### src/rtl/serial_add_pkg.sv
// Shared definitions for the serial nibble adder: slice width and controller state type.
package serial_add_pkg;
  localparam int NIBBLE_W = 4;

  typedef enum logic [1:0] {
    IDLE,
    RUN,
    DONE
  } state_t;
endpackage

### src/rtl/adder_slice4.sv
// Combinational 4-bit ripple-carry adder slice built from four full adders.
module adder_slice4
  import serial_add_pkg::*;
(
  input  logic [NIBBLE_W-1:0] a,
  input  logic [NIBBLE_W-1:0] b,
  input  logic                cin,
  output logic [NIBBLE_W-1:0] sum,
  output logic                cout
);

  logic [NIBBLE_W:0] c;

  assign c[0] = cin;

  for (genvar i = 0; i < NIBBLE_W; i++) begin : g_fa
    assign sum[i]   = a[i] ^ b[i] ^ c[i];
    assign c[i+1]   = (a[i] & b[i]) | (c[i] & (a[i] ^ b[i]));
  end

  assign cout = c[NIBBLE_W];

endmodule

### src/rtl/serial_add_ctrl.sv
// Serial adder: one shared 4-bit slice walks the operands LSB nibble first.
// Define SERIAL_ADD_CTRL_ADD_SUB_EN to add the op port and the subtract path.
module serial_add_ctrl
  import serial_add_pkg::*;
#(
  parameter int NIBBLES = 4
) (
  input  logic                         clk,
  input  logic                         rst,
  input  logic                         in_valid,
  output logic                         in_ready,
  input  logic [NIBBLE_W*NIBBLES-1:0]  a,
  input  logic [NIBBLE_W*NIBBLES-1:0]  b,
`ifdef SERIAL_ADD_CTRL_ADD_SUB_EN
  input  logic                         op,
`endif
  output logic                         out_valid,
  input  logic                         out_ready,
  output logic [NIBBLE_W*NIBBLES-1:0]  sum,
  output logic                         cout
);

  localparam int W     = NIBBLE_W * NIBBLES;
  localparam int CNT_W = $clog2(NIBBLES);

  state_t             state_q, state_d;
  logic [CNT_W-1:0]   cnt_q;
  logic               carry_q;
  logic               cout_q;
  logic [W-1:0]       a_q, b_q, sum_q;
  logic [NIBBLE_W-1:0] slice_a, slice_b, slice_sum;
  logic               slice_cout;
  logic               accept;
  logic               last;
  logic               carry_init;

`ifdef SERIAL_ADD_CTRL_ADD_SUB_EN
  logic op_q;

  // Subtract as A + ~B + 1: invert B per slice, seed the carry with 1.
  assign slice_b    = b_q[NIBBLE_W*cnt_q +: NIBBLE_W] ^ {NIBBLE_W{op_q}};
  assign carry_init = op;
`else
  assign slice_b    = b_q[NIBBLE_W*cnt_q +: NIBBLE_W];
  assign carry_init = 1'b0;
`endif

  assign slice_a = a_q[NIBBLE_W*cnt_q +: NIBBLE_W];
  assign last    = (cnt_q == CNT_W'(NIBBLES - 1));

  adder_slice4 u_slice (
    .a    (slice_a),
    .b    (slice_b),
    .cin  (carry_q),
    .sum  (slice_sum),
    .cout (slice_cout)
  );

  always_comb begin
    state_d   = state_q;
    in_ready  = 1'b0;
    out_valid = 1'b0;
    accept    = 1'b0;
    unique case (state_q)
      IDLE: begin
        in_ready = 1'b1;
        accept   = in_valid;
        if (in_valid) state_d = RUN;
      end
      RUN: begin
        if (last) state_d = DONE;
      end
      DONE: begin
        out_valid = 1'b1;
        if (out_ready) state_d = IDLE;
      end
      default: state_d = IDLE;
    endcase
  end

  always_ff @(posedge clk) begin
    if (rst) begin
      state_q <= IDLE;
      cnt_q   <= '0;
      carry_q <= 1'b0;
      sum_q   <= '0;
      cout_q  <= 1'b0;
    end else begin
      state_q <= state_d;
      if (accept) begin
        cnt_q   <= '0;
        carry_q <= carry_init;
      end else if (state_q == RUN) begin
        sum_q[NIBBLE_W*cnt_q +: NIBBLE_W] <= slice_sum;
        carry_q <= slice_cout;
        cnt_q   <= cnt_q + 1'b1;
        if (last) cout_q <= slice_cout;
      end
    end
  end

  // Operands are sampled only on the accepting handshake and held through RUN.
  always_ff @(posedge clk) begin
    if (accept) begin
      a_q  <= a;
      b_q  <= b;
`ifdef SERIAL_ADD_CTRL_ADD_SUB_EN
      op_q <= op;
`endif
    end
  end

  assign sum  = sum_q;
  assign cout = cout_q;

endmodule

### config.mk
export PLATFORM = sky130hd
export DESIGN_NAME = serial_add_ctrl
export DESIGN_NICKNAME = d
export VERILOG_FILES = /design/src/rtl/serial_add_pkg.sv /design/src/rtl/adder_slice4.sv /design/src/rtl/serial_add_ctrl.sv
export SDC_FILE = /design/constraint.sdc
export NUM_CORES = 1
export LEC_CHECK = 0
export CAP_MARGIN = 20
export CORE_MARGIN = 5
export CORE_UTILIZATION = 44
export CTS_CLUSTER_DIAMETER = 40
export DETAILED_ROUTE_END_ITERATION = 10
export PLACE_DENSITY = 0.82
export SLEW_MARGIN = 40
export SYNTH_ARGS = -nofsm -noshare
export SYNTH_HDL_FRONTEND = slang
export SYNTH_SLANG_ARGS = --single-unit
### constraint.sdc
create_clock -name clk -period 3.3 [get_ports clk]
set_input_delay 0.495 -clock clk [delete_from_list [all_inputs] [get_ports clk]]
set_output_delay 0.495 -clock clk [all_outputs]
set_load 0.02 [all_outputs]
# [Word level (Yosys, flattened, before mapping)]
# Index checks and enable logic that the tools add are counted.
# Widths: inputs -> output; s select.
[word_totals] register_bits=54 in_bits=36 elab_cells=53
[op_classes] addsub=2 eq_ne=6 shift=4 muxes=8 bitwise=21 reduce_logical=5
[ops] operator="$neg 4->34" n=1
[ops] operator="$shift 4x34->16 const A" n=1
[ops] operator="$shiftx 4x34->16" n=1
[ops] operator="$shiftx 16x5->4" n=2
[ops] operator="$bwmux 16" n=1
[ops] operator="$and 1x1->1" n=8
[ops] operator="$xor 1x1->1" n=8
[ops] operator="$mux 2" n=3
[ops] operator="$ne 2x2->1 const B" n=3
[ops] operator="$pmux 2 s3" n=1
[ops] operator="$reduce_and 3->1" n=2
[ops] operator="$eq 2x2->1 const B" n=2
[ops] operator="$or 1x1->1" n=4
[ops] operator="$mux 1" n=3
[ops] operator="$add 2x1->2 const B" n=1
[ops] operator="$eq 2x1->1 const B" n=1
[ops] operator="$logic_not 2->1" n=1
[ops] operator="$reduce_and 2->1" n=1
[ops] operator="$reduce_or 2->1" n=1
[ops] operator="$not 1->1" n=1

# [Logic depth before layout (Yosys ltp)]
[logic_depth] depth_word=11 depth_mapped=9 depth_no_buf=7

# [Hierarchy]
# From an unflattened synthesis, not the netlist that was laid out.
[unflattened] hier_cells=168 area_unflattened_um2=2298.5
[by_module_without_submodules] mod="serial_add_ctrl" n_inst=1 cells_per_inst=154 area_each_um2=2180.8 seq_area_each_um2=1401.3
[by_module_without_submodules] mod="adder_slice4" n_inst=1 cells_per_inst=14 area_each_um2=117.6 seq_area_each_um2=0.0

# [Worst setup path before layout]
# No wires, ideal clock.
[synth_path] path_type="reg2reg" from="register cnt_q[0]" to="register sum_q[11] (netlist: sum[11])" setup_time_ns=0.092 t_arrival_ns=3.220 slack_ns=-0.012 path_stages_with_launch=10 cell_sequence="dfxtp_1 > buf_6 > buf_12 > mux4_2 > fa_1 > fa_1 > fa_1 > fa_1 > or2b_2 > o32ai_1"
[synth_via] elab_chain_len=11
[synth_rtl] item="start, declared" line="serial_add_ctrl.sv:27" rtl="logic [CNT_W-1:0] cnt_q;"
[synth_rtl] item="start signal, assigned" line="serial_add_ctrl.sv:96" rtl="cnt_q <= cnt_q + 1'b1;"
[synth_rtl] item="$shiftx 16x5->4, on equally long branches" line="serial_add_ctrl.sv:48, serial_add_ctrl.sv:44"
[synth_rtl] item="$xor 1x1->1" line="adder_slice4.sv:17, adder_slice4.sv:18"
[synth_rtl] item="$and 1x1->1" line="adder_slice4.sv:18" rtl="assign c[i+1] = (a[i] & b[i]) | (c[i] & (a[i] ^ b[i]));"
[synth_rtl] item="$or 1x1->1" line="adder_slice4.sv:18"
[synth_rtl] item="$and 1x1->1" line="adder_slice4.sv:18"
[synth_rtl] item="$or 1x1->1" line="adder_slice4.sv:18"
[synth_rtl] item="$and 1x1->1" line="adder_slice4.sv:18"
[synth_rtl] item="$or 1x1->1" line="adder_slice4.sv:18"
[synth_rtl] item="$xor 1x1->1" line="adder_slice4.sv:17" rtl="assign sum[i] = a[i] ^ b[i] ^ c[i];"
[synth_rtl] item="$shiftx 4x34->16" line="serial_add_ctrl.sv:94" rtl="sum_q[NIBBLE_W*cnt_q +: NIBBLE_W] <= slice_sum;"
[synth_rtl] item="$bwmux 16 (*)" line="serial_add_ctrl.sv:94"
[synth_rtl] item="end signal, assigned by index" line="serial_add_ctrl.sv:94"
[synth_rtl] item="end, declared" line="serial_add_ctrl.sv:30" rtl="logic [W-1:0] a_q, b_q, sum_q;"
# Every way passes the cells marked *; elsewhere a longest branch is shown, timed or not.
# A chain may end at the register's enable or synchronous reset.

# [Worst setup path in the final report]
# Ends and elaborated chain as after synthesis.

==> reports/metrics.cfg <==
[clock_tree]
numClockSinks=54
cts.clk_slew.worst_paths_ns=0.10
cts_hold_buf=0
root_buffer=clkbuf_8
cts_tree=done
cts_buffers=5
cts.path.max_buffers=2
clock_latency_ns=0.31
htreeDepth=2

[job]
cap_violations=0

[route]
wl_per_cell_um=14.3
wl_met3_um=321
remaining_drc_errors=0
via_count=1419
drtIter0Drc=60
routed_wl_mm=4.11
drtPass1Iterations=4
wl_met1_mm=1.61
drt-vias-per-instance=4.93
wl_met2_mm=2.12
ant_nets=0
top_layer=met4

[power]
p_comb_share_pct=14.0
seqPwrFrac_pct=54.2
p_switching_mw=0.314
power.internal_mw=1.09
p_sw_share_pct=22.4
power_mw=1.40
peakVddDrop_mv=0.345
p_leak_nw=1.03
powerDensity_nw_per_um2=463
power_frac_clock_pct=31.8

[yosys]
synth_area_um2=2330
yosysWarnings=0
ys_ff_latch=54
synth_cell_types=34
syn_inst=159
syn_area_per_cell_um2=14.6
synth_edf_count=32
yosysSeqAreaShare_pct=60.2
async_reset_ff_share_pct=0
synth_nets=205
synth_ff_type=edfxtp_1

[grt]
grt_pass1_vias=1435
antenna_found_initial=0
grt_use_total_pct=13.2
grt_max_degree=33
grt_pass1_wl_mm=6.61
grt_overflow=0

[place]
dp_hpwl_mm=3.25
io_buffers=54
place_inst=278
gp_congestion=0.840

[final_layout]
fin_util_pct=59.0
fin_cells=288
diodes=0
finalNetCount=263
multi_input_area_um2=801
drive_gt1_share_pct=14.2
seqCellArea_um2=1410
nFillCells=420
areaGrowthSynthToFinish_pct=30.2

[floorplanning]
fp.dieArea_um2=6850
rows=26
core_area_um2=5140
die_h_um=82.7
io_pins=55
start_util_pct=45.3
die_x_um=82.7

[min_path]
worstHoldPathCells=2
hold_class=flop to flop

[status]
status=finished, final reports clean

[sta]
setup_viol=0
period_share_pct=96.4
hold_ws_ns=0.463
finalClockSkew_ns=0.00452
slew_viol_final=0
fin_tns_setup_ns=0
tightest_slew_ns=0.422
finalCriticalPeriod_ns=3.18
grt_setup_unrepaired=no
max_slew_margin_pct=71.9
fmaxAchievable_mhz=314
finalHoldViolCount=0

[setup_path]
cp.required_ns=3.52
critPathCaptureType=flop
cp.arrival_ns=3.40
crit_fanout=4
worst-r2r-cell-count=7
worstSetupPathType=flop to flop
start_kind=flop

registers in the layout, indices dropped and copies added, names as in the netlist:
name     count
sum         16
cnt_q        2
carry_q      1
b_q         16
cout         1
state_q      2
a_q         16
logic make-up (layout without fill, tap and decap cells):
kind of cell | after synthesis | in the layout | synth area share, %
adder cells (fa/ha/maj) | 10 | 10 | 6.66
multiplexers | 9 | 9 | 8.81
AND/OR/NAND/NOR | 44 | 44 | 12.7
AO/OA/AOI/OAI | 22 | 22 | 6.23
flip-flops | 54 | 54 | 60.2
buffers and inverters | 20 | 79 | 5.43
repair_timing:
item                                    CTS  global route
gates resized for setup                   0             1
endpoints found under the setup margin    0             2
setup buffers                             0             2
worst paths after layout:
| path | endpoint | slack, ns | start |
|---|---|---|---|
| setup / recovery | sum[11] | 0.12 | cnt_q[0] |
| hold / removal | sum[5] | 0.46 | sum[5] |
| setup reg to reg | sum[11] | 0.12 | cnt_q[0] |
| hold reg to reg | sum[5] | 0.46 | sum[5] |
power groups by stage:
stage	Clock, mW	Sequential (mW)	Combinational [mW]
detailed placement	0	0.778	0.189
floorplan	0	0.776	0.115
global placement	0	0.776	0.186
global route	0.485	0.764	0.212
finish	0.446	0.760	0.197
CTS	0.459	0.762	0.189
cell type report:
class | count | area share (%)
inverters | 11 | 1.36
clock inverters | 3 | 1.57
clock buffers | 5 | 2.27
multi-input cells | 85 | 26.4
repair buffers | 60 | 19.1
flip-flops and latches | 54 | 46.3
well taps | 70 | 2.89
critical path: stages, from the launching register on:
cell and delay (ns):
dfxtp_4 0.38, mux4_2 0.51, fa_1 0.43, fa_1 0.39
fa_1 0.40, fa_1 0.54, or2b_2 0.31, o32ai_1 0.13
Yosys cell counts, types with 3 or more instances:
cell	instances	area [µm²]
a21oi_1	12	60.1
buf_6	4	45.0
dfxtp_1	22	440
edfxtp_1	32	961
fa_1	4	80.1
ha_1	6	75.1
inv_1	11	41.3
mux4_1	4	105
mux4_2	4	90.1
nand2_1	9	33.8
nand3_1	5	25.0
nand3b_1	3	22.5
nand4_1	4	25.0
nor2_1	5	18.8
o32ai_1	8	70.1
or2b_2	4	35.0
cells in the final DEF (no fill, tap or decap), drive strengths merged:
cell,Yosys,final
nand3b,3,3
mux4,8,8
nor3,1,1
nor2,5,5
and2b,1,1
fa,4,4
nor3b,2,2
nand2,9,9
clkbuf,3,5
and3b,2,2
buf,6,7
bufinv,0,1
a21oi,12,12
or2b,4,4
ha,6,6
and2,3,3
nor2b,2,2
nand4,4,4
nand4b,1,1
inv,11,12
clkinv,0,1
o32ai,8,8
clkdlybuf4s50,0,53
mux2i,1,1
nand3,6,6
edfxtp,32,32
o21bai,1,1
dfxtp,22,22
nand2b,1,1
a22oi,1,1
layer usage:
metal | vias up | track usage, %
li1 | 703 | -
met1 | 655 | 14.1
met2 | 54 | 24.0
met3 | 7 | 4.45
met4 | 0 | 4.90
met5 | - | 0
stage by stage:
stage | setup slack (ns) | area, µm²
6_report | 0.120 | 3030
5_1_grt | 0.0169 | 3030
4_1_cts | 0.0171 | 3020
3_5_place_dp | 0.0417 | 2900
3_3_place_gp | 0.119 | 2900
2_1_floorplan | 0.0327 | 2330
No activity file was read; power rests on OpenSTA's default activity.
